**src/rtl/ysyx_25030093_pkg.sv**
```systemverilog
// Shared core definitions for the ysyx_25030093 pipeline (IFU/IDU/EXU).
// Holds the fetch state encoding, the reset PC, the nop word and the AXI response codes.
package ysyx_25030093_pkg;

    typedef enum logic [2:0] {
        IFU_IDLE,
        IFU_ADDR,
        IFU_DATA,
        IFU_SEND,
        IFU_WAIT_NPC
    } ifu_state_e;

    localparam logic [31:0] RESET_PC   = 32'h8000_0000;
    localparam logic [31:0] INST_NOP   = 32'h0000_0013;
    localparam logic [1:0]  RRESP_OKAY = 2'b00;

    function automatic logic pc_aligned(input logic [31:0] addr);
        return addr[1:0] == 2'b00;
    endfunction

endpackage

```
**src/rtl/ysyx_25030093_ifu.sv**
```systemverilog
// Instruction fetch unit: one AXI4-Lite read per instruction, handshakes the word to
// decode, then waits for the next PC from write-back before fetching again.
module ysyx_25030093_ifu
    import ysyx_25030093_pkg::*;
#(
    parameter logic [31:0] RESET_PC = ysyx_25030093_pkg::RESET_PC
) (
    input  logic        clock,
    input  logic        reset,
    output logic [31:0] araddr,
    output logic        arvalid,
    input  logic        arready,
    input  logic [31:0] rdata,
    input  logic [1:0]  rresp,
    input  logic        rvalid,
    output logic        rready,
    output logic [31:0] inst,
    output logic [31:0] pc,
    output logic        inst_valid,
    input  logic        inst_ready,
    input  logic [31:0] npc,
    input  logic        npc_valid,
    output logic        npc_ready,
    output logic        fetch_fault
);

    ifu_state_e  r_state;
    logic [31:0] r_pc;
    logic [31:0] r_inst;
    logic        r_arvalid;
    logic        r_rready;
    logic        r_inst_valid;
    logic        r_npc_ready;
    logic        r_fetch_fault;

    // Handshake outputs are registered alongside the state; the ADDR-entry alignment test
    // decides up front whether the AR request goes out or the fault pulse fires instead.
    always_ff @(posedge clock) begin
        if (reset) begin
            r_state       <= IFU_IDLE;
            r_pc          <= RESET_PC;
            r_inst        <= INST_NOP;
            r_arvalid     <= 1'b0;
            r_rready      <= 1'b0;
            r_inst_valid  <= 1'b0;
            r_npc_ready   <= 1'b0;
            r_fetch_fault <= 1'b0;
        end else begin
            r_fetch_fault <= 1'b0;
            case (r_state)
                IFU_IDLE: begin
                    r_state       <= IFU_ADDR;
                    r_arvalid     <= pc_aligned(r_pc);
                    r_fetch_fault <= !pc_aligned(r_pc);
                end
                IFU_ADDR: begin
                    if (!r_arvalid) begin
                        r_state     <= IFU_WAIT_NPC;
                        r_npc_ready <= 1'b1;
                    end else if (arready) begin
                        r_state   <= IFU_DATA;
                        r_arvalid <= 1'b0;
                        r_rready  <= 1'b1;
                    end
                end
                IFU_DATA: begin
                    if (rvalid) begin
                        r_rready <= 1'b0;
                        if (rresp == RRESP_OKAY) begin
                            r_inst       <= rdata;
                            r_state      <= IFU_SEND;
                            r_inst_valid <= 1'b1;
                        end else begin
                            r_fetch_fault <= 1'b1;
                            r_state       <= IFU_WAIT_NPC;
                            r_npc_ready   <= 1'b1;
                        end
                    end
                end
                IFU_SEND: begin
                    if (inst_ready) begin
                        r_inst_valid <= 1'b0;
                        r_state      <= IFU_WAIT_NPC;
                        r_npc_ready  <= 1'b1;
                    end
                end
                IFU_WAIT_NPC: begin
                    if (npc_valid) begin
                        r_npc_ready   <= 1'b0;
                        r_pc          <= npc;
                        r_state       <= IFU_ADDR;
                        r_arvalid     <= pc_aligned(npc);
                        r_fetch_fault <= !pc_aligned(npc);
                    end
                end
                default: begin
                    r_state      <= IFU_IDLE;
                    r_arvalid    <= 1'b0;
                    r_rready     <= 1'b0;
                    r_inst_valid <= 1'b0;
                    r_npc_ready  <= 1'b0;
                end
            endcase
        end
    end

    assign araddr      = r_pc;
    assign arvalid     = r_arvalid;
    assign rready      = r_rready;
    assign inst        = r_inst;
    assign pc          = r_pc;
    assign inst_valid  = r_inst_valid;
    assign npc_ready   = r_npc_ready;
    assign fetch_fault = r_fetch_fault;

endmodule

```
**config.mk**
```make
export PLATFORM = sky130hd
export DESIGN_NAME = ysyx_25030093_ifu
export DESIGN_NICKNAME = d
export VERILOG_FILES = /design/src/rtl/ysyx_25030093_pkg.sv /design/src/rtl/ysyx_25030093_ifu.sv
export SDC_FILE = /design/constraint.sdc
export NUM_CORES = 1
export LEC_CHECK = 0
export ABC_AREA = 1
export CORE_MARGIN = 2
export CORE_UTILIZATION = 41
export DETAILED_ROUTE_END_ITERATION = 16
export PLACE_DENSITY = 0.93
export SYNTH_ARGS = -nofsm -noshare
export SYNTH_HDL_FRONTEND = slang
export SYNTH_SLANG_ARGS = --single-unit
```
**constraint.sdc**
```tcl
create_clock -name clock -period 1.9 [get_ports clock]
set_input_delay 0.285 -clock clock [delete_from_list [all_inputs] [get_ports clock]]
set_output_delay 0.285 -clock clock [all_outputs]
set_load 0.02 [all_outputs]
```
==> results.md <==
- First-pass GRT wire length: 13820 um
- Total wire length: 8704 um
- Via count: between 3k and 4k
- Asr flop ratio synth: 0
- Netlist Area Pre-Place: a little over 3000 um2
- Top FF cell, synth: dfxtp_1
- Max-slew violations: 0
- Largest net degree at the start of global routing: 34
- Drt via density: 4.787
- Worst-Margin Slew: 0.5004 ns
- Top-Level Pins: 173
- Slew headroom: 0.6659
- CP Max Fanout: 6
- CP delay by family, top: buffers and inverters
- CTS tree: built
- H-tree Lvls: 3
- Final period util: 0.8931
- Reg-to-Reg End: araddr[5]
- Number of global-route vias before repair: 2853
- Die width: 90.06 um
- Root buffer cell: clkbuf_8
- Full die area: 8111 um2
- Filler Cells Inserted: 572
- Final antenna-violating net count: 0
- CTS sink count: 72
- Leak: 1.850 nW
- Die Ht: 90.06 um
- Placed inst area: 4534 um2
- Largest stage delay, worst path: ~0.65 ns
- CP Launch Type: flip-flop
- Reg2reg path depth: 7
- Max clock buf depth: 2
- Hold Crit Start: inst[1]
- Critical Setup Path Class: reg -> out
- Syn Area/Cell: 7.688 um2
- Final nets: 602
- # hold bufs at CTS: 0
- Pwr Total: ~4.6 mW
- Clk_lat worst skew: 0.34 ns
- R2r setup slk: between 0.2 and 0.3 ns
- Clk_skew: 0.008315 ns
- Total grt overflow: 0
- Synth cell types: 27
- P per Cell Area: 964.0 nW/um2
- RSZ-0062 raised after global routing: no
- Slowest CP cell: clkdlybuf4s50_1
- DR pass1 iterations: 4
- Starting DRC count in detailed routing: 121
- Largest area contributor in the netlist: dfxtp_1
- Max IR drop VDD: approximately 390 uV
- Min Tclk post-route: about 1.7 ns
- Setup Fix Bufs, Post-CTS: 0
- Starting Density: 0.4209
- Setup tns final: 0 ns
- Status: finished, final reports clean
- CTS clk-pin slew, worst paths: 0.08 ns
- Critical Path, Cell by Cell: clkdlybuf4s50_1
- Resize count post-CTS: 0
- Hold Fails Final Rpt: 0
- Hold Path Sink: inst[1]
- Final Util: 0.6575
- Worst EP required: 1.62 ns
- # diodes: 0
- Critical Path AT: 1.41 ns
- Most instantiated cells after synthesis: 84 x nand2_1, 74 x nor2_1, 72 x dfxtp_1
- Synth area leaders: dfxtp_1 47%, nand2_1 10%, nor2_1 9.1%
- Crit end category: output port
- Endpoints failing setup: 0
- Max-cap viol count: 0
- Hold WC Path Type: reg -> reg
- Most common cell in the netlist: nand2_1
- Core footprint: 7214 um2
- Area Overhead vs Synth: 56.20%
- WP buf/inv: 1
- Placer congestion estimate: 0.8999
- Post-synth EDFFs: 0
- Max Fclk: 589.3 MHz
- FF-to-FF Start: r_state[0]
- Number of I/O port buffers: around 170
- Sequential cell area fraction in the yosys report: 0.4747
- Total CTS buffers: 9
- Share of the synthesized area in the top cell type: 0.4747
- Num rows: 31
- Wire length per cell: 13.75 um
- # DRC: 0
- Layout cells sized above 1: 0.05993
- Synthesized instance count: 395
- Hold path depth: 2
- Yosys synthesis warning count: 0
- Seq cells post-synth: 72
- Final Instance Area: 4743 um2
- Initial antenna violation count: 0
- Hpwl dp: 6518 um
- Total GRT Usage: 0.2101
- Synthesized net count: 467
## state kept, by name, indices dropped and copies added (netlist names)
name,count
rready,1
inst_valid,1
inst,32
araddr,32
arvalid,1
npc_ready,1
r_state,3
fetch_fault,1
## worst min-delay path, stage by stage (launching register included)
cell	delay (ns)
dfxtp_1	0.33
nand2_1	0.05
nand3_1	0.05
## worst max-delay path by stage
stage	startpoint	endpoint	slack (ns)	depth (start not counted)
2_1_floorplan	r_state[1]	inst[25]	0.65	8
3_3_place_gp	rresp[1]	inst[25]	0.25	7
3_5_place_dp	rresp[1]	inst[15]	0.15	7
4_1_cts	arvalid	arvalid	0.18	1
5_1_grt	r_state[0]	araddr[15]	0.11	7
6_report	arvalid	arvalid	0.20	1
## metal layers
metal / vias up / part of all wire / global-route usage
li1: 1494 / - / -
met1: 1385 / 0.42 / 0.2583
met2: 140 / 0.48 / 0.3515
met3: 11 / 0.083 / 0.05868
met4: 0 / 0.016 / 0.07692
met5: - / 0 / 0
## area by class of cell
| cell class | count | area [um2] | area share |
|---|---|---|---|
| Clock buffer | 9 | 123.9 | 0.02611 |
| Clock inverter | 6 | 85.08 | 0.01794 |
| Inverter | 14 | 56.30 | 0.01187 |
| Multi-Input combinational cell | 255 | 1134 | 0.2390 |
| Sequential cell | 72 | 1441 | 0.3039 |
| Tap cell | 99 | 123.9 | 0.02611 |
| Timing Repair Buffer | 178 | 1779 | 0.3751 |
## metrics by stage
| step | setup WS [ns] | hold slack [ns] | instances |
|---|---|---|---|
| finish | 0.2032 | 0.4643 | 633 |
| global route | 0.1129 | 0.4991 | 633 |
| CTS | 0.1844 | 0.4635 | 633 |
| global placement | 0.2538 | 0.4415 | 618 |
| detailed placement | 0.1541 | 0.4437 | 618 |
| floorplan | 0.6519 | 0.3982 | 395 |
## cells in the final DEF (no fill, tap or decap), types with 5 or more instances in the layout
cell type / synthesis / layout
o21ai_1: 12 / 12
nand2_1: 84 / 84
nor2_1: 74 / 74
clkdlybuf4s50_1: 0 / 172
clkbuf_8: 0 / 9
dfxtp_1: 72 / 72
inv_1: 10 / 10
o21ai_0: 23 / 23
nand3_1: 10 / 10
a21oi_1: 39 / 39
buf_4: 33 / 5
## power breakdown
part           switching [mW]  leakage [nW]  internal (mW)
Clock                   0.549         0.101          0.727
Combinational           0.818          1.17          0.684
Sequential              0.132         0.582           1.66
Total                    1.50          1.85           3.07
## cells by family (layout without fill, tap and decap cells)
family,Yosys count,count (layout),share of synthesized area
AND/OR/NAND/NOR,178,178,0.2439
AO/OA/AOI/OAI,77,77,0.1294
flip-flops,72,72,0.4747
buffers and inverters,68,207,0.1520
Note: power is estimated with default switching activity, not from simulation.
